### src/rtl/approx_mult_error_monitor_pkg.sv
// ----------------------------------------------------------------------------
// approx_mult_error_monitor_pkg
// Shared definitions for the approximate-multiplier error monitor:
//   - operand / product widths of the 8x8 multiplier under test
//   - pipeline depth (also the number of DRAIN cycles)
//   - campaign FSM state encoding
//   - absolute-difference helper used for the error distance
// ----------------------------------------------------------------------------
package approx_mult_error_monitor_pkg;

  localparam int OP_W       = 8;
  localparam int PROD_W     = 16;
  localparam int PIPE_DEPTH = 2;

  typedef enum logic [1:0] {
    IDLE  = 2'd0,
    RUN   = 2'd1,
    DRAIN = 2'd2,
    DONE  = 2'd3
  } state_e;

  // |x - y| without wrap: always subtract the smaller from the larger.
  function automatic logic [PROD_W-1:0] abs_diff(input logic [PROD_W-1:0] x,
                                                 input logic [PROD_W-1:0] y);
    logic [PROD_W-1:0] d;
    if (x >= y) begin
      d = x - y;
    end else begin
      d = y - x;
    end
    return d;
  endfunction

endpackage

### src/rtl/approx_ed_calc.sv
// ----------------------------------------------------------------------------
// approx_ed_calc
// Purely combinational error-distance calculator for one (a, b, approx) triple.
// Ports:
//   a, b    in   8  unsigned operands
//   approx  in  16  approximate product for (a, b)
//   exact   out 16  exact product a*b
//   ed      out 16  |exact - approx|
//   is_err  out  1  ed != 0
// ----------------------------------------------------------------------------
module approx_ed_calc
  import approx_mult_error_monitor_pkg::*;
(
  input  logic [OP_W-1:0]   a,
  input  logic [OP_W-1:0]   b,
  input  logic [PROD_W-1:0] approx,
  output logic [PROD_W-1:0] exact,
  output logic [PROD_W-1:0] ed,
  output logic              is_err
);

  // Exact product, distance to the approximate result and the error flag.
  always_comb begin
    exact  = PROD_W'(a) * PROD_W'(b);
    ed     = abs_diff(exact, approx);
    is_err = (ed != {PROD_W{1'b0}});
  end

endmodule

### src/rtl/approx_mult_error_monitor.sv
// ----------------------------------------------------------------------------
// approx_mult_error_monitor
// Samples (a, b, approx_prod) triples from the approximate multiplier under a
// valid/ready handshake and accumulates error statistics over a campaign of
// N_SAMPLES accepted samples.
// Ports:
//   CLK, RST            clock, synchronous active-high reset
//   start               begin a campaign (honoured in IDLE / DONE only)
//   in_valid/in_ready   sample handshake
//   a, b, approx_prod   sample triple
//   busy                high in RUN and DRAIN
//   done                high in DONE until start or RST
//   sample_cnt, err_cnt samples accumulated / samples with non-zero ED
//   ed_sum              saturating sum of ED
//   ed_max, ed_max_a/b  peak ED and the operands that first produced it
// Pipeline: accept edge -> stage 1 (distance registered) -> stage 2 (carry)
// -> statistics, so a sample accepted at edge t is visible after edge t+2.
// ----------------------------------------------------------------------------
module approx_mult_error_monitor
  import approx_mult_error_monitor_pkg::*;
#(
  parameter int N_SAMPLES = 65536,
  parameter int CNT_W     = 17,
  parameter int ACC_W     = 32
)(
  input  logic               CLK,
  input  logic               RST,
  input  logic               start,
  input  logic               in_valid,
  output logic               in_ready,
  input  logic [OP_W-1:0]    a,
  input  logic [OP_W-1:0]    b,
  input  logic [PROD_W-1:0]  approx_prod,
  output logic               busy,
  output logic               done,
  output logic [CNT_W-1:0]   sample_cnt,
  output logic [CNT_W-1:0]   err_cnt,
  output logic [ACC_W-1:0]   ed_sum,
  output logic [PROD_W-1:0]  ed_max,
  output logic [OP_W-1:0]    ed_max_a,
  output logic [OP_W-1:0]    ed_max_b
);

  // Sum is formed one bit wider than the wider of accumulator and ED so the
  // overflow can be detected before clamping.
  localparam int                SUM_W      = ((ACC_W > PROD_W) ? ACC_W : PROD_W) + 1;
  localparam logic [SUM_W-1:0]  ACC_MAX    = SUM_W'({ACC_W{1'b1}});
  localparam logic [CNT_W-1:0]  LAST_IDX   = CNT_W'(N_SAMPLES - 1);
  localparam int                DR_W       = 2;
  localparam logic [DR_W-1:0]   DRAIN_LAST = DR_W'(PIPE_DEPTH - 1);

  state_e             state_r;
  logic [CNT_W-1:0]   accepted_r;
  logic [DR_W-1:0]    drain_cnt_r;

  logic               accept_s;
  logic               clear_s;

  // The exact product is exposed by the calculator but the statistics only
  // consume the distance derived from it.
  logic [PROD_W-1:0]  exact_unused_s;
  logic [PROD_W-1:0]  ed_s;
  logic               is_err_s;

  logic               s1_valid_r;
  logic [OP_W-1:0]    s1_a_r;
  logic [OP_W-1:0]    s1_b_r;
  logic [PROD_W-1:0]  s1_ed_r;
  logic               s1_err_r;

  logic               s2_valid_r;
  logic [OP_W-1:0]    s2_a_r;
  logic [OP_W-1:0]    s2_b_r;
  logic [PROD_W-1:0]  s2_ed_r;
  logic               s2_err_r;

  logic [SUM_W-1:0]   sum_s;
  logic [ACC_W-1:0]   sum_next_s;

  // Handshake qualifiers: sample acceptance and campaign (re)start.
  always_comb begin
    accept_s = in_valid && in_ready;
    clear_s  = start && ((state_r == IDLE) || (state_r == DONE));
  end

  approx_ed_calc u_ed_calc (
    .a      (a),
    .b      (b),
    .approx (approx_prod),
    .exact  (exact_unused_s),
    .ed     (ed_s),
    .is_err (is_err_s)
  );

  // Campaign FSM with registered in_ready / busy / done.
  always_ff @(posedge CLK) begin
    if (RST) begin
      state_r     <= IDLE;
      accepted_r  <= {CNT_W{1'b0}};
      drain_cnt_r <= {DR_W{1'b0}};
      in_ready    <= 1'b0;
      busy        <= 1'b0;
      done        <= 1'b0;
    end else begin
      case (state_r)
        IDLE, DONE: begin
          if (start) begin
            state_r     <= RUN;
            accepted_r  <= {CNT_W{1'b0}};
            drain_cnt_r <= {DR_W{1'b0}};
            in_ready    <= 1'b1;
            busy        <= 1'b1;
            done        <= 1'b0;
          end
        end
        RUN: begin
          if (accept_s) begin
            accepted_r <= accepted_r + CNT_W'(1);
            if (accepted_r == LAST_IDX) begin
              // Last sample of the campaign: stop accepting, flush pipeline.
              state_r     <= DRAIN;
              drain_cnt_r <= {DR_W{1'b0}};
              in_ready    <= 1'b0;
            end
          end
        end
        DRAIN: begin
          if (drain_cnt_r == DRAIN_LAST) begin
            state_r <= DONE;
            busy    <= 1'b0;
            done    <= 1'b1;
          end else begin
            drain_cnt_r <= drain_cnt_r + DR_W'(1);
          end
        end
        default: begin
          state_r  <= IDLE;
          in_ready <= 1'b0;
          busy     <= 1'b0;
          done     <= 1'b0;
        end
      endcase
    end
  end

  // Two-stage sample pipeline; valid bits are dropped on reset and restart.
  always_ff @(posedge CLK) begin
    if (RST) begin
      s1_valid_r <= 1'b0;
      s1_a_r     <= {OP_W{1'b0}};
      s1_b_r     <= {OP_W{1'b0}};
      s1_ed_r    <= {PROD_W{1'b0}};
      s1_err_r   <= 1'b0;
      s2_valid_r <= 1'b0;
      s2_a_r     <= {OP_W{1'b0}};
      s2_b_r     <= {OP_W{1'b0}};
      s2_ed_r    <= {PROD_W{1'b0}};
      s2_err_r   <= 1'b0;
    end else if (clear_s) begin
      s1_valid_r <= 1'b0;
      s2_valid_r <= 1'b0;
    end else begin
      s1_valid_r <= accept_s;
      s2_valid_r <= s1_valid_r;
      if (accept_s) begin
        s1_a_r   <= a;
        s1_b_r   <= b;
        s1_ed_r  <= ed_s;
        s1_err_r <= is_err_s;
      end
      if (s1_valid_r) begin
        s2_a_r   <= s1_a_r;
        s2_b_r   <= s1_b_r;
        s2_ed_r  <= s1_ed_r;
        s2_err_r <= s1_err_r;
      end
    end
  end

  // Saturating next value of the ED accumulator.
  always_comb begin
    sum_s = SUM_W'(ed_sum) + SUM_W'(s2_ed_r);
    if (sum_s > ACC_MAX) begin
      sum_next_s = {ACC_W{1'b1}};
    end else begin
      sum_next_s = sum_s[ACC_W-1:0];
    end
  end

  // Statistics accumulation from the stage-2 sample.
  always_ff @(posedge CLK) begin
    if (RST || clear_s) begin
      sample_cnt <= {CNT_W{1'b0}};
      err_cnt    <= {CNT_W{1'b0}};
      ed_sum     <= {ACC_W{1'b0}};
      ed_max     <= {PROD_W{1'b0}};
      ed_max_a   <= {OP_W{1'b0}};
      ed_max_b   <= {OP_W{1'b0}};
    end else if (s2_valid_r) begin
      sample_cnt <= sample_cnt + CNT_W'(1);
      if (s2_err_r) begin
        err_cnt <= err_cnt + CNT_W'(1);
      end
      ed_sum <= sum_next_s;
      // Strictly greater: the first sample reaching a peak keeps it.
      if (s2_ed_r > ed_max) begin
        ed_max   <= s2_ed_r;
        ed_max_a <= s2_a_r;
        ed_max_b <= s2_b_r;
      end
    end
  end

endmodule
### config.mk
export PLATFORM = sky130hd
export DESIGN_NAME = approx_mult_error_monitor
export DESIGN_NICKNAME = d
export VERILOG_FILES = /design/src/rtl/approx_mult_error_monitor_pkg.sv /design/src/rtl/approx_ed_calc.sv /design/src/rtl/approx_mult_error_monitor.sv
export SDC_FILE = /design/constraint.sdc
export NUM_CORES = 1
export LEC_CHECK = 0
export CAP_MARGIN = 20
export CORE_MARGIN = 2
export CORE_UTILIZATION = 62
export CTS_BUF_LIST = sky130_fd_sc_hd__clkbuf_4 sky130_fd_sc_hd__clkbuf_8 sky130_fd_sc_hd__clkbuf_16
export DETAILED_ROUTE_END_ITERATION = 10
export PLACE_DENSITY = 0.93
export SYNTH_ARGS = -nofsm -noshare
export SYNTH_HDL_FRONTEND = slang
export SYNTH_SLANG_ARGS = --single-unit
### constraint.sdc
create_clock -name CLK -period 20.4 [get_ports CLK]
set_clock_uncertainty 0.15 [all_clocks]
set_input_delay 3.06 -clock CLK [delete_from_list [all_inputs] [get_ports CLK]]
set_output_delay 3.06 -clock CLK [all_outputs]
set_load 0.05 [all_outputs]
==> flow_summary.toml <==
[timing]
setup_tns_ns = 0
fmax_mhz = 97.0
rsz0062_at_grt = "false"
slew_violations = 0
fin_crit_ns = 10.31
period_share_pct = 50.5
tightest_slew_ns = 1.03
hold_viol_final = 0
relSlewSlack_pct = 30.9
whs_ns = 0.306
finalSetupViolCount = 0

[finish]
area_delta_synth_final_pct = 17.7
utilization_pct = 74.6
antenna_cells = 0
multi_input_area_mm2 = 0.00743
fillers = 1364
drive_gt1_share_pct = 3.93
final_cells = 1838
layout.nets = 1748
ff_latch_area_mm2 = 0.00380

[floorplanning]
dieArea_mm2 = 0.0204
pin_count = 137
die_w_um = 143
fp-row-count = 50
initial_core_util_pct = 63.4
core_area_mm2 = 0.0188
die_h_um = 143

[synth]
synth-seq-cells = 190
synth_area_leaders = "dfxtp_1, ha_1, fa_1, nand2_1, a21oi_1"
synth_area_leader_cell = "dfxtp_1"
async_flop_share_pct = 0
ys_types = 69
yosysTopAreaCellShare_pct = 31.8
synth_cells = 1464
synth_area_mm2 = 0.0119
syn_nets = 1647
yosys_most_used_dff = "dfxtp_1"
synth_edf_count = 0
synth_warnings = 0
ys_seq_area_share_pct = 31.8
avgSynthCellArea_um2 = 8.16

[clock_network]
clkTransAtPathRegs_ns = 0.07
postCtsHoldBufs = 0
clock_path_buffers = 2
clock_sinks = 190
postCtsSetupBuffers = 0
clock_latency_ns = 0.44
h-tree-depth = 4
tritoncts = "done"
cts-resized-gates = 0
root_buffer = "clkbuf_16"
cts_made_buffers = 17

[worst_setup_path]
r2r-start = "s2_ed_r[0]$_SDFFE_PP0P_"
reg2reg_setup_slack_ns = 16.38
path_class = "in -> reg"
cpMostUsedCell = "fa_1"
endpoint_kind = "flip-flop"
start_kind = "input port"
slowest_delay_ns = 0.58
critPathMaxFanout = 18
cp-startpoint = "a[1]"
regToRegEndpoint = "ed_sum[27]$_SDFFE_PP0P_"
cpMaxStageDelayCell = "o41ai_1"
crit_required_ns = 20.55
timing.critical_path.to = "s1_err_r$_SDFFE_PP0P_"
arrival_ns = 10.46
rr_worst_depth = 12

[drt]
vias = 10500
drtIter0Drc = 682
vias_per_cell = 5.72
firstDrtPassIters = 7
ant_nets = 0
drc = 0
wire_per_inst_um = 14.9
drt_wl_total_mm = 27.4

[global_routing]
grt_usage_pct = 26.8
grt_pass1_vias = 9681
grt_pass1_wl_mm = 44.9
grt_max_degree = 79
antenna_found_initial = 0
grt-ovfl-total = 0

[run]
maxCapViolations = 0

[run_status]
status = "finished, final reports clean"

[placement]
gp_congestion = 0.922
dpl.cell_count = 1805
hpwl_mm = 20.6
port_buffers = 136

[power_and_ir_drop]
p_per_area_mw_per_mm2 = 110
p_total_mw = 1.55
power_leakage_nw = 5.69
ir_drop_mv = 0.139

[worst_hold_path]
hold_path.class = "reg -> reg"
==> flip-flops by register name, indices dropped and copies added (netlist names) <==
register	flops
in_ready	1
sample_cnt	17
accepted_r	17
ed_sum	32
ed_max_b	8
s1_ed_r	16
s1_a_r	8
s2_a_r	8
s1_b_r	8
ed_max_a	8
s1_err_r	1
s2_ed_r	16
drain_cnt_r	2
busy	1
ed_max	16
s2_valid_r	1
err_cnt	17
state_r	2
done	1
s2_b_r	8
s1_valid_r	1
s2_err_r	1
==> worst max-delay path, delay by kind of cell <==
kind,cells,cell delay (ns)
AO/OA/AOI/OAI,10,2.26
XOR/XNOR,2,0.36
adder cells (fa/ha/maj),6,2.57
buffers and inverters,5,1.02
multiplexers,1,0.26
AND/OR/NAND/NOR,5,0.93
==> routing by layer <==
layer / share of wire, % / global-route usage, % / vias to the layer above
li1: - / - / 5148
met1: 44 / 35.2 / 4917
met2: 48 / 45.7 / 395
met3: 6.2 / 4.33 / 47
met4: 1.9 / 7.92 / 0
met5: 0 / 0 / -
==> worst min path at each step <==
stage	start	to	slack (ns)	cells past startpoint
final	s1_ed_r[13]$_SDFFE_PP0P_	s2_ed_r[13]$_SDFFE_PP0P_	0.31	2
after global routing	s1_ed_r[0]$_SDFFE_PP0P_	s2_ed_r[0]$_SDFFE_PP0P_	0.33	2
after CTS	s1_ed_r[13]$_SDFFE_PP0P_	s2_ed_r[13]$_SDFFE_PP0P_	0.31	2
after detailed placement	s1_ed_r[13]$_SDFFE_PP0P_	s2_ed_r[13]$_SDFFE_PP0P_	0.30	2
after global placement	s1_ed_r[11]$_SDFFE_PP0P_	s2_ed_r[11]$_SDFFE_PP0P_	0.29	2
after floorplan	s1_err_r$_SDFFE_PP0P_	s2_err_r$_SDFFE_PP0P_	0.28	2
==> per-stage QoR <==
step / cell area [um^2] / setup slack [ns]
after floorplan: 11900 / 11.02
after global placement: 13400 / 10.01
after detailed placement: 13400 / 9.69
after CTS: 14000 / 10.13
after global routing: 14100 / 9.66
final: 14100 / 10.09
==> cell families after synthesis <==
kind of cell	share of synthesized area, %
multiplexers	1.17
AO/OA/AOI/OAI	16.4
AND/OR/NAND/NOR	20.5
buffers and inverters	6.18
adder cells (fa/ha/maj)	17.9
XOR/XNOR	6.09
flip-flops	31.8
==> layout by cell type, fill, tap and decap left out, drive strengths merged, types with 18 or more instances in the layout <==
cell	count
nand2	199
dfxtp	190
inv	136
clkdlybuf4s50	135
a21oi	126
nor2	120
ha	108
o21ai	66
nand3	61
and2	57
xnor2	44
xor2	39
fa	39
a211oi	23
a21o	22
nor3	20
clkbuf	18
==> power by group <==
part	internal [mW]	total [mW]	switching (mW)
clock	0.167	0.327	0.160
combinational	0.320	0.817	0.498
sequential	0.392	0.406	0.0143
total	0.879	1.55	0.671
==> cell type report <==
class,instances,area share (%)
Sequential cell,190,27.1
Tap cell,260,2.31
Clock inverter,14,1.12
Clock buffer,18,3.08
Multi-Input combinational cell,1087,52.9
Timing Repair Buffer,144,10.2
Inverter,125,3.34
==> cells in the mapped netlist (all sizes together), types with 6 or more instances <==
| master | instances |
|---|---|
| a21oi | 126 |
| nor3 | 20 |
| a31oi | 14 |
| clkbuf | 48 |
| ha | 108 |
| o21a | 11 |
| fa | 39 |
| nand2 | 199 |
| xor2 | 39 |
| or3 | 8 |
| nand3 | 61 |
| and2 | 57 |
| o21ai | 66 |
| inv | 125 |
| mux2i | 14 |
| and4 | 6 |
| xnor2 | 44 |
| nor2b | 9 |
| and3 | 10 |
| dfxtp | 190 |
| nand2b | 10 |
| o21bai | 14 |
| o22ai | 8 |
| a21o | 22 |
| nor2 | 120 |
| nand4 | 13 |
| buf | 14 |
| o31ai | 11 |
| a211oi | 23 |
No activity file was read; power rests on OpenSTA's default activity.
